===== src/rtl/xcr_ctrl_if.sv =====
// Host-side addressed stream pair for the xcr_ctrl register bank.
// One write stream and one read stream that share a single word address.
interface xcr_ctrl_if;
  logic        user_w_xcr_ctrl_wren;
  logic [31:0] user_w_xcr_ctrl_data;
  logic        user_w_xcr_ctrl_full;
  logic        user_r_xcr_ctrl_rden;
  logic [31:0] user_r_xcr_ctrl_data;
  logic        user_r_xcr_ctrl_empty;
  logic        user_r_xcr_ctrl_eof;
  logic [4:0]  user_xcr_ctrl_addr;

  // Host side: issues strobes, data and address.
  modport master (
    output user_w_xcr_ctrl_wren,
    output user_w_xcr_ctrl_data,
    output user_r_xcr_ctrl_rden,
    output user_xcr_ctrl_addr,
    input  user_w_xcr_ctrl_full,
    input  user_r_xcr_ctrl_data,
    input  user_r_xcr_ctrl_empty,
    input  user_r_xcr_ctrl_eof
  );

  // Register bank side: consumes writes, answers reads.
  modport slave (
    input  user_w_xcr_ctrl_wren,
    input  user_w_xcr_ctrl_data,
    input  user_r_xcr_ctrl_rden,
    input  user_xcr_ctrl_addr,
    output user_w_xcr_ctrl_full,
    output user_r_xcr_ctrl_data,
    output user_r_xcr_ctrl_empty,
    output user_r_xcr_ctrl_eof
  );
endinterface


===== src/rtl/xcr_ctrl_regfile.sv =====
// Register bank and run controller for the hotspot compute kernel.
// Holds run parameters, issues start / soft-reset to the kernel and reports
// status, cycle count and run count back to the host over xcr_ctrl.
module xcr_ctrl_regfile #(
  parameter int          NUM_PARAMS      = 12,
  parameter int          SOFT_RST_CYCLES = 16,
  parameter logic [31:0] VERSION         = 32'h48530001
) (
  input  logic                    bus_clk,
  input  logic                    trn_reset_n,
  xcr_ctrl_if.slave               bus,
  output logic                    kernel_start,
  output logic                    kernel_soft_rst,
  input  logic                    kernel_done,
  output logic [32*NUM_PARAMS-1:0] param_out
);

  localparam logic [4:0]  ADDR_CTRL    = 5'd0;
  localparam logic [4:0]  ADDR_STATUS  = 5'd1;
  localparam logic [4:0]  ADDR_CYCLES  = 5'd2;
  localparam logic [4:0]  ADDR_RUNS    = 5'd3;
  localparam logic [4:0]  ADDR_PARAM   = 5'd4;
  localparam logic [4:0]  ADDR_VERSION = 5'd31;
  localparam logic [31:0] SRST_LOAD    = 32'(SOFT_RST_CYCLES - 1);

  typedef enum logic [1:0] {
    IDLE = 2'd0,
    RUN  = 2'd1,
    SRST = 2'd2
  } state_t;

  state_t      state;
  state_t      next_state;
  logic [31:0] srst_cnt;
  logic [31:0] cycles;
  logic [31:0] runs;
  logic        done;
  logic        start_dropped;
  logic [31:0] params [NUM_PARAMS];
  logic [31:0] rd_mux;
  logic [31:0] rd_data;

  logic        wren;
  logic [4:0]  addr;
  logic [31:0] wdata;
  logic        ctrl_wr;
  logic        status_wr;
  logic        start_req;
  logic        srst_req;
  logic        start_fire;
  logic        drop_fire;
  logic        done_fire;

  // Saturating increment: the cycle counter parks at all-ones on very long runs.
  function automatic logic [31:0] sat_inc(input logic [31:0] v);
    return (v == 32'hFFFF_FFFF) ? v : v + 32'd1;
  endfunction

  assign wren      = bus.user_w_xcr_ctrl_wren;
  assign addr      = bus.user_xcr_ctrl_addr;
  assign wdata     = bus.user_w_xcr_ctrl_data;
  assign ctrl_wr   = wren && (addr == ADDR_CTRL);
  assign status_wr = wren && (addr == ADDR_STATUS);
  // SOFT_RST wins over START when both bits are written together.
  assign srst_req  = ctrl_wr && wdata[1];
  assign start_req = ctrl_wr && wdata[0] && !wdata[1];

  // The stream is never back-pressured and never runs dry or ends.
  assign bus.user_w_xcr_ctrl_full  = 1'b0;
  assign bus.user_r_xcr_ctrl_empty = 1'b0;
  assign bus.user_r_xcr_ctrl_eof   = 1'b0;
  assign bus.user_r_xcr_ctrl_data  = rd_data;

  for (genvar g = 0; g < NUM_PARAMS; g++) begin : g_param_out
    assign param_out[32*g +: 32] = params[g];
  end

  // FSM state register plus the soft-reset countdown.
  always_ff @(posedge bus_clk or negedge trn_reset_n) begin
    if (!trn_reset_n) begin
      state    <= IDLE;
      srst_cnt <= '0;
    end else begin
      state <= next_state;
      if (srst_req)
        srst_cnt <= SRST_LOAD;
      else if (state == SRST && srst_cnt != 32'd0)
        srst_cnt <= srst_cnt - 32'd1;
    end
  end

  // Next-state decode and the single-cycle events that drive the registers.
  always_comb begin
    next_state = state;
    start_fire = 1'b0;
    drop_fire  = 1'b0;
    done_fire  = 1'b0;
    if (srst_req) begin
      next_state = SRST;
    end else begin
      unique case (state)
        IDLE: begin
          // kernel_done is meaningless here, including the accepting cycle.
          if (start_req) begin
            next_state = RUN;
            start_fire = 1'b1;
          end
        end
        RUN: begin
          if (start_req)
            drop_fire = 1'b1;
          if (kernel_done) begin
            next_state = IDLE;
            done_fire  = 1'b1;
          end
        end
        SRST: begin
          // START is silently ignored while the kernel is held in reset.
          if (srst_cnt == 32'd0)
            next_state = IDLE;
        end
        default: next_state = IDLE;
      endcase
    end
  end

  // Kernel control outputs are registered so they start on the next cycle.
  always_ff @(posedge bus_clk or negedge trn_reset_n) begin
    if (!trn_reset_n) begin
      kernel_start    <= 1'b0;
      kernel_soft_rst <= 1'b0;
    end else begin
      kernel_start    <= start_fire;
      kernel_soft_rst <= (next_state == SRST);
    end
  end

  // Sticky status bits; a coincident set beats the host's write-1-to-clear.
  always_ff @(posedge bus_clk or negedge trn_reset_n) begin
    if (!trn_reset_n) begin
      done          <= 1'b0;
      start_dropped <= 1'b0;
    end else begin
      if (srst_req)
        done <= 1'b0;
      else if (done_fire)
        done <= 1'b1;
      else if (status_wr && wdata[1])
        done <= 1'b0;

      if (drop_fire)
        start_dropped <= 1'b1;
      else if (status_wr && wdata[3])
        start_dropped <= 1'b0;
    end
  end

  // Run statistics: cycles restarts on each accepted START, counts every RUN
  // cycle including the one that sees kernel_done, then holds.
  always_ff @(posedge bus_clk or negedge trn_reset_n) begin
    if (!trn_reset_n) begin
      cycles <= '0;
      runs   <= '0;
    end else begin
      if (start_fire)
        cycles <= '0;
      else if (state == RUN && !srst_req)
        cycles <= sat_inc(cycles);
      if (done_fire)
        runs <= runs + 32'd1;
    end
  end

  // Parameter words; soft reset leaves them alone, hard reset clears them.
  always_ff @(posedge bus_clk or negedge trn_reset_n) begin
    if (!trn_reset_n) begin
      for (int i = 0; i < NUM_PARAMS; i++)
        params[i] <= '0;
    end else begin
      for (int i = 0; i < NUM_PARAMS; i++)
        if (wren && addr == ADDR_PARAM + 5'(i))
          params[i] <= wdata;
    end
  end

  // Read mux over the current register contents (pre-write on a collision).
  always_comb begin
    rd_mux = '0;
    unique case (addr)
      ADDR_STATUS:  rd_mux = {28'd0, start_dropped, (state == SRST), done, (state == RUN)};
      ADDR_CYCLES:  rd_mux = cycles;
      ADDR_RUNS:    rd_mux = runs;
      ADDR_VERSION: rd_mux = VERSION;
      default: begin
        for (int i = 0; i < NUM_PARAMS; i++)
          if (addr == ADDR_PARAM + 5'(i))
            rd_mux = params[i];
      end
    endcase
  end

  // Registered read port: one-cycle latency, holds while rden is low.
  always_ff @(posedge bus_clk or negedge trn_reset_n) begin
    if (!trn_reset_n)
      rd_data <= '0;
    else if (bus.user_r_xcr_ctrl_rden)
      rd_data <= rd_mux;
  end

endmodule

===== src/flat_wrapper.sv =====
// flat-port wrapper written by rule: the top's interface ports become plain ports
module xcr_ctrl_regfile_flat 
#(
  parameter int          NUM_PARAMS      = 12,
  parameter int          SOFT_RST_CYCLES = 16,
  parameter logic [31:0] VERSION         = 32'h48530001
)
  (bus_clk, trn_reset_n, kernel_start, kernel_soft_rst, kernel_done, param_out, bus_user_w_xcr_ctrl_wren, bus_user_w_xcr_ctrl_data, bus_user_r_xcr_ctrl_rden, bus_user_xcr_ctrl_addr, bus_user_w_xcr_ctrl_full, bus_user_r_xcr_ctrl_data, bus_user_r_xcr_ctrl_empty, bus_user_r_xcr_ctrl_eof);
  xcr_ctrl_if bus_i ();
  input  logic bus_clk;
  input  logic trn_reset_n;
  output logic kernel_start;
  output logic kernel_soft_rst;
  input  logic kernel_done;
  output logic [32*NUM_PARAMS-1:0] param_out;
  input wire logic [$bits(bus_i.user_w_xcr_ctrl_wren)-1:0] bus_user_w_xcr_ctrl_wren;
  input wire logic [$bits(bus_i.user_w_xcr_ctrl_data)-1:0] bus_user_w_xcr_ctrl_data;
  input wire logic [$bits(bus_i.user_r_xcr_ctrl_rden)-1:0] bus_user_r_xcr_ctrl_rden;
  input wire logic [$bits(bus_i.user_xcr_ctrl_addr)-1:0] bus_user_xcr_ctrl_addr;
  output wire logic [$bits(bus_i.user_w_xcr_ctrl_full)-1:0] bus_user_w_xcr_ctrl_full;
  output wire logic [$bits(bus_i.user_r_xcr_ctrl_data)-1:0] bus_user_r_xcr_ctrl_data;
  output wire logic [$bits(bus_i.user_r_xcr_ctrl_empty)-1:0] bus_user_r_xcr_ctrl_empty;
  output wire logic [$bits(bus_i.user_r_xcr_ctrl_eof)-1:0] bus_user_r_xcr_ctrl_eof;
  assign bus_i.user_w_xcr_ctrl_wren = bus_user_w_xcr_ctrl_wren;
  assign bus_i.user_w_xcr_ctrl_data = bus_user_w_xcr_ctrl_data;
  assign bus_i.user_r_xcr_ctrl_rden = bus_user_r_xcr_ctrl_rden;
  assign bus_i.user_xcr_ctrl_addr = bus_user_xcr_ctrl_addr;
  assign bus_user_w_xcr_ctrl_full = bus_i.user_w_xcr_ctrl_full;
  assign bus_user_r_xcr_ctrl_data = bus_i.user_r_xcr_ctrl_data;
  assign bus_user_r_xcr_ctrl_empty = bus_i.user_r_xcr_ctrl_empty;
  assign bus_user_r_xcr_ctrl_eof = bus_i.user_r_xcr_ctrl_eof;
  xcr_ctrl_regfile #(.NUM_PARAMS(NUM_PARAMS), .SOFT_RST_CYCLES(SOFT_RST_CYCLES), .VERSION(VERSION)) u_core (.bus_clk(bus_clk), .trn_reset_n(trn_reset_n), .bus(bus_i), .kernel_start(kernel_start), .kernel_soft_rst(kernel_soft_rst), .kernel_done(kernel_done), .param_out(param_out));
endmodule

===== config.mk =====
export PLATFORM = sky130hd
export DESIGN_NAME = xcr_ctrl_regfile_flat
export DESIGN_NICKNAME = d
export VERILOG_FILES = /design/src/rtl/xcr_ctrl_if.sv /design/src/rtl/xcr_ctrl_regfile.sv /design/src/flat_wrapper.sv
export SDC_FILE = /design/constraint.sdc
export NUM_CORES = 1
export LEC_CHECK = 0
export ABC_AREA = 1
export BUFFER_PORTS_ARGS = -buffer_cell sky130_fd_sc_hd__buf_2
export CAP_MARGIN = 20
export CELL_PAD_IN_SITES_DETAIL_PLACEMENT = 1
export CELL_PAD_IN_SITES_GLOBAL_PLACEMENT = 1
export CORE_ASPECT_RATIO = 1.75
export CORE_MARGIN = 10
export CORE_UTILIZATION = 46
export CTS_BUF_LIST = sky130_fd_sc_hd__clkbuf_8
export CTS_CLUSTER_SIZE = 16
export DETAILED_ROUTE_END_ITERATION = 10
export PLACE_DENSITY = 0.95
export SLEW_MARGIN = 20
export SYNTH_ARGS = -nofsm -noshare
export SYNTH_HDL_FRONTEND = slang
export SYNTH_SLANG_ARGS = --single-unit

===== constraint.sdc =====
create_clock -name bus_clk -period 4.2 [get_ports bus_clk]
set_input_delay 0.42 -clock bus_clk [delete_from_list [all_inputs] [get_ports bus_clk]]
set_output_delay 0.42 -clock bus_clk [all_outputs]
set_load 0.05 [all_outputs]

==> impl_metrics.env <==
export IMPL_syn_mean_instance_area_um2=8.05
export IMPL_clock_path_buffers=3
export IMPL_detailedRoute_firstIterationViolations=2128
export IMPL_cp_data_arrival_time_ps=3310
export IMPL_grt_first_pass_wirelength_um=171000
export IMPL_m1_wire_length_um=40800
export IMPL_wl_met2_um=55700
export IMPL_via_count=25600
export IMPL_cts_root_buffer_type="sky130_fd_sc_hd__clkbuf_8"
export IMPL_viasPerCell=6.05
export IMPL_met3_length_um=9600
export IMPL_intPower_mw=9.00
export IMPL_drt_pre_antenna_iters=5
export IMPL_total_switching_power_mw=7.18
export IMPL_number_of_global_route_vias_before_repair=27200
export IMPL_hold_path_startpoint="bus_user_w_xcr_ctrl_data[1]"
export IMPL_cts_hold_buf=2
export IMPL_worst_r2r_path_depth=11
export IMPL_die_outline_width_um=195
export IMPL_post_synth_top_area_cell="sky130_fd_sc_hd__dfrtp_1"
export IMPL_share_of_cells_above_drive_strength_1_pct=20.1
export IMPL_hold_path_class="input port to register"
export IMPL_worst_ep_required_time_ps=4790
export IMPL_clk_insertion_delay_late_ps=690
export IMPL_seqPwrFrac_pct=41.0
export IMPL_post_synthesis_async_set_or_reset_flop_share_pct=100
export IMPL_hold_path_cell_count=2
export IMPL_track_usage_pct=34.7
export IMPL_finalWeightedCongestion=0.959
export IMPL_port_buffers=459
export IMPL_ys_dominant_reg_cell="sky130_fd_sc_hd__dfrtp_1"
export IMPL_cts_tree="yes"
export IMPL_max_vdd_ir_drop_mv=0.463
export IMPL_post_route_period_util_pct=64.8
export IMPL_synth_edff_count=0
export IMPL_grt_max_degree=118
export IMPL_dp_hpwl_um=81600
export IMPL_die_area_um2=63900
export IMPL_critical_path_startpoint_type="input port"
export IMPL_endpoint_kind="register"
export IMPL_h_tree_depth=3
export IMPL_detail_route_wirelength_um=114000
export IMPL_holdPathEnd="u_core.kernel_start"
export IMPL_max_freq_mhz=368
export IMPL_route_top_layer_used="met4"
export IMPL_reg2reg_from="u_core.state[0]"
export IMPL_antenna_violations_before_repair=2
export IMPL_synth_distinct_cells=48
export IMPL_average_detailed_routed_wire_length_per_instance_um=27.1
export IMPL_timing_hold_violations_final=0
export IMPL_post_route_util_pct=54.8
export IMPL_die_height_um=327
export IMPL_crit_reg2reg_capture="u_core.runs[10]"
export IMPL_synth_ff_latch_count=518
export IMPL_rows=112
export IMPL_cellLeakagePower_nw=14.7
export IMPL_post_synth_top_count_cell="sky130_fd_sc_hd__nand2_1"
export IMPL_netlist_area_leader_share_pct=52.3
export IMPL_synth_area_top_cells="sky130_fd_sc_hd__dfrtp_1 52%, sky130_fd_sc_hd__nand2_1 14%, sky130_fd_sc_hd__o21ai_0 8.7%"
export IMPL_tritoncts_num_buffers=79
export IMPL_final_net_count=3520
export IMPL_total_negative_setup_slack_ps=0
export IMPL_initial_core_util_pct=46.4
export IMPL_result_of_the_run="finished clean"
export IMPL_synth_seq_area_share_pct=52.3
export IMPL_clock_sinks=518
export IMPL_worst_pin_slew_ps=1010
export IMPL_synth_warning_count=0
export IMPL_syn_to_final_growth_pct=18.0
export IMPL_grt_setup_unrepaired="no"
export IMPL_power_density_cell_area_nw_per_um2=553
export IMPL_switching_share_pct=44.4
export IMPL_reg2reg_setup_slack_ps=1480
export IMPL_criticalPathCategory="input port to register"
export IMPL_max_slew_margin_rel_pct=32.3
export IMPL_post_cts_setup_repair_buffer_count=0
export IMPL_mappedNetlistArea_um2=24800
export IMPL_critPathMaxFanout=29
export IMPL_ioPinCount=463
export IMPL_finalSetupViolCount=0
export IMPL_timing_final_max_slew_violations=0
export IMPL_maxCapViolCount=0
export IMPL_synthesis_instances=3079
export IMPL_fin_worst_skew_ps=42.6
export IMPL_drc=0
export IMPL_ant_nets=0
export IMPL_fp_coreArea_um2=53400
export IMPL_ctsResizeCount=0
export IMPL_grt_overflow_total=0
export IMPL_clock_power_share_pct=27.4
export IMPL_final_min_clock_period_ps=2720
export IMPL_most_frequent_cells_after_synthesis="907 x sky130_fd_sc_hd__nand2_1, 518 x sky130_fd_sc_hd__dfrtp_1, 430 x sky130_fd_sc_hd__o21ai_0"
export IMPL_clk_transition_reported_paths_ps=60
export IMPL_p_comb_share_pct=31.6
cell families after synthesis:
| logic type | after synthesis | share of synthesized area (%) |
|---|---|---|
| flops | 518 | 52.3 |
| simple gates | 1546 | 26.9 |
| xor+xnor | 66 | 2.33 |
| buf+inv | 392 | 6.38 |
| fa+ha+maj | 3 | 0.152 |
| other cells | 1 | 0.0151 |
| compound gates | 553 | 11.9 |
critical path: stages:
cell,delay (ps)
sky130_fd_sc_hd__buf_2,200
sky130_fd_sc_hd__inv_2,300
sky130_fd_sc_hd__nand2_2,150
sky130_fd_sc_hd__buf_4,380
sky130_fd_sc_hd__nor2_1,80
sky130_fd_sc_hd__buf_4,220
sky130_fd_sc_hd__inv_1,330
sky130_fd_sc_hd__nand4_2,620
sky130_fd_sc_hd__nor2_1,320
sky130_fd_sc_hd__nand2_1,120
sky130_fd_sc_hd__a21oi_1,130
area by class of cell:
type | instances | area (um^2)
Multi-Input combinational cell | 2171 | 10300
Inverter | 203 | 767
Clock inverter | 39 | 215
Clock buffer | 103 | 1420
Antenna cell | 1 | 2.50
Timing Repair Buffer | 502 | 2710
Sequential cell | 518 | 13000
Tap cell | 684 | 856
Fill cell | 6633 | 24200
state kept, by name, summed over array words and instances (netlist names):
register                         count
u_core.cycles                       32
u_core.bus.user_r_xcr_ctrl_data     32
u_core.srst_cnt                     32
u_core.kernel_start                  1
u_core.param_out                   384
u_core.done                          1
u_core.kernel_soft_rst               1
u_core.start_dropped                 1
u_core.state                         2
u_core.runs                         32
worst max-delay path by stage:
stage	slack [ps]	cells after the start	to	startpoint
after floorplan	2260	12	u_core.cycles[14]	u_core.cycles[0]
after global placement	1060	11	u_core.bus.user_r_xcr_ctrl_data[29]	bus_user_xcr_ctrl_addr[4]
after detailed placement	870	9	u_core.param_out[252]	bus_user_xcr_ctrl_addr[0]
after CTS	1500	9	u_core.param_out[251]	bus_user_xcr_ctrl_addr[0]
after global routing	1260	11	u_core.runs[10]	u_core.state[0]
final	1480	11	u_core.bus.user_r_xcr_ctrl_data[21]	bus_user_xcr_ctrl_addr[4]
power groups by stage:
stage               clock, mW  combinational (mW)  sequential, mW
global route             4.70                5.36            6.70
finish                   4.44                5.11            6.63
detailed placement          0                5.02            6.64
global placement            0                4.89            6.59
CTS                      4.46                5.09            6.58
floorplan                   0               0.924            8.94
through the flow:
step,setup WS [ps],instances,area (um^2),hold WS (ps),power [mW]
floorplan,2260,3081,24800,124,9.87
global placement,1060,4076,27600,476,11.5
detailed placement,866,4076,27600,496,11.7
CTS,1500,4220,29200,29.9,16.1
global route,1260,4221,29200,62.6,16.7
finish,1480,4221,29200,63.9,16.2
placed cells by master (no fill, tap or decap), types with 3 or more instances in the layout:
cell / instances
sky130_fd_sc_hd__nand2_1: 900
sky130_fd_sc_hd__dfrtp_1: 518
sky130_fd_sc_hd__buf_2: 458
sky130_fd_sc_hd__o21ai_0: 430
sky130_fd_sc_hd__nor2_1: 239
sky130_fd_sc_hd__inv_1: 219
sky130_fd_sc_hd__nand4_1: 129
sky130_fd_sc_hd__nand3_1: 119
sky130_fd_sc_hd__clkbuf_8: 103
sky130_fd_sc_hd__nor3_1: 60
sky130_fd_sc_hd__a21oi_1: 58
sky130_fd_sc_hd__xor2_1: 57
sky130_fd_sc_hd__or2_2: 38
sky130_fd_sc_hd__buf_4: 35
sky130_fd_sc_hd__nor4_1: 18
sky130_fd_sc_hd__a221oi_1: 17
sky130_fd_sc_hd__nand2_2: 12
sky130_fd_sc_hd__o31ai_1: 12
sky130_fd_sc_hd__o21ai_1: 11
sky130_fd_sc_hd__nor2_4: 9
sky130_fd_sc_hd__xnor2_1: 9
sky130_fd_sc_hd__inv_2: 7
sky130_fd_sc_hd__nor2_2: 7
sky130_fd_sc_hd__a211oi_1: 7
sky130_fd_sc_hd__buf_12: 6
sky130_fd_sc_hd__o21ai_2: 5
sky130_fd_sc_hd__clkinv_2: 5
sky130_fd_sc_hd__nand2_4: 4
sky130_fd_sc_hd__o221ai_1: 4
sky130_fd_sc_hd__nand3_2: 3
sky130_fd_sc_hd__ha_1: 3
sky130_fd_sc_hd__conb_1: 3
sky130_fd_sc_hd__clkinvlp_4: 3
metal layers:
metal  GRT usage (%)  up-vias
met5               0        -
met4            22.1        0
met3            7.93      423
met2            58.2     1413
met1            39.0    12800
li1                -    10900
Power figures use the tool's default switching activity.
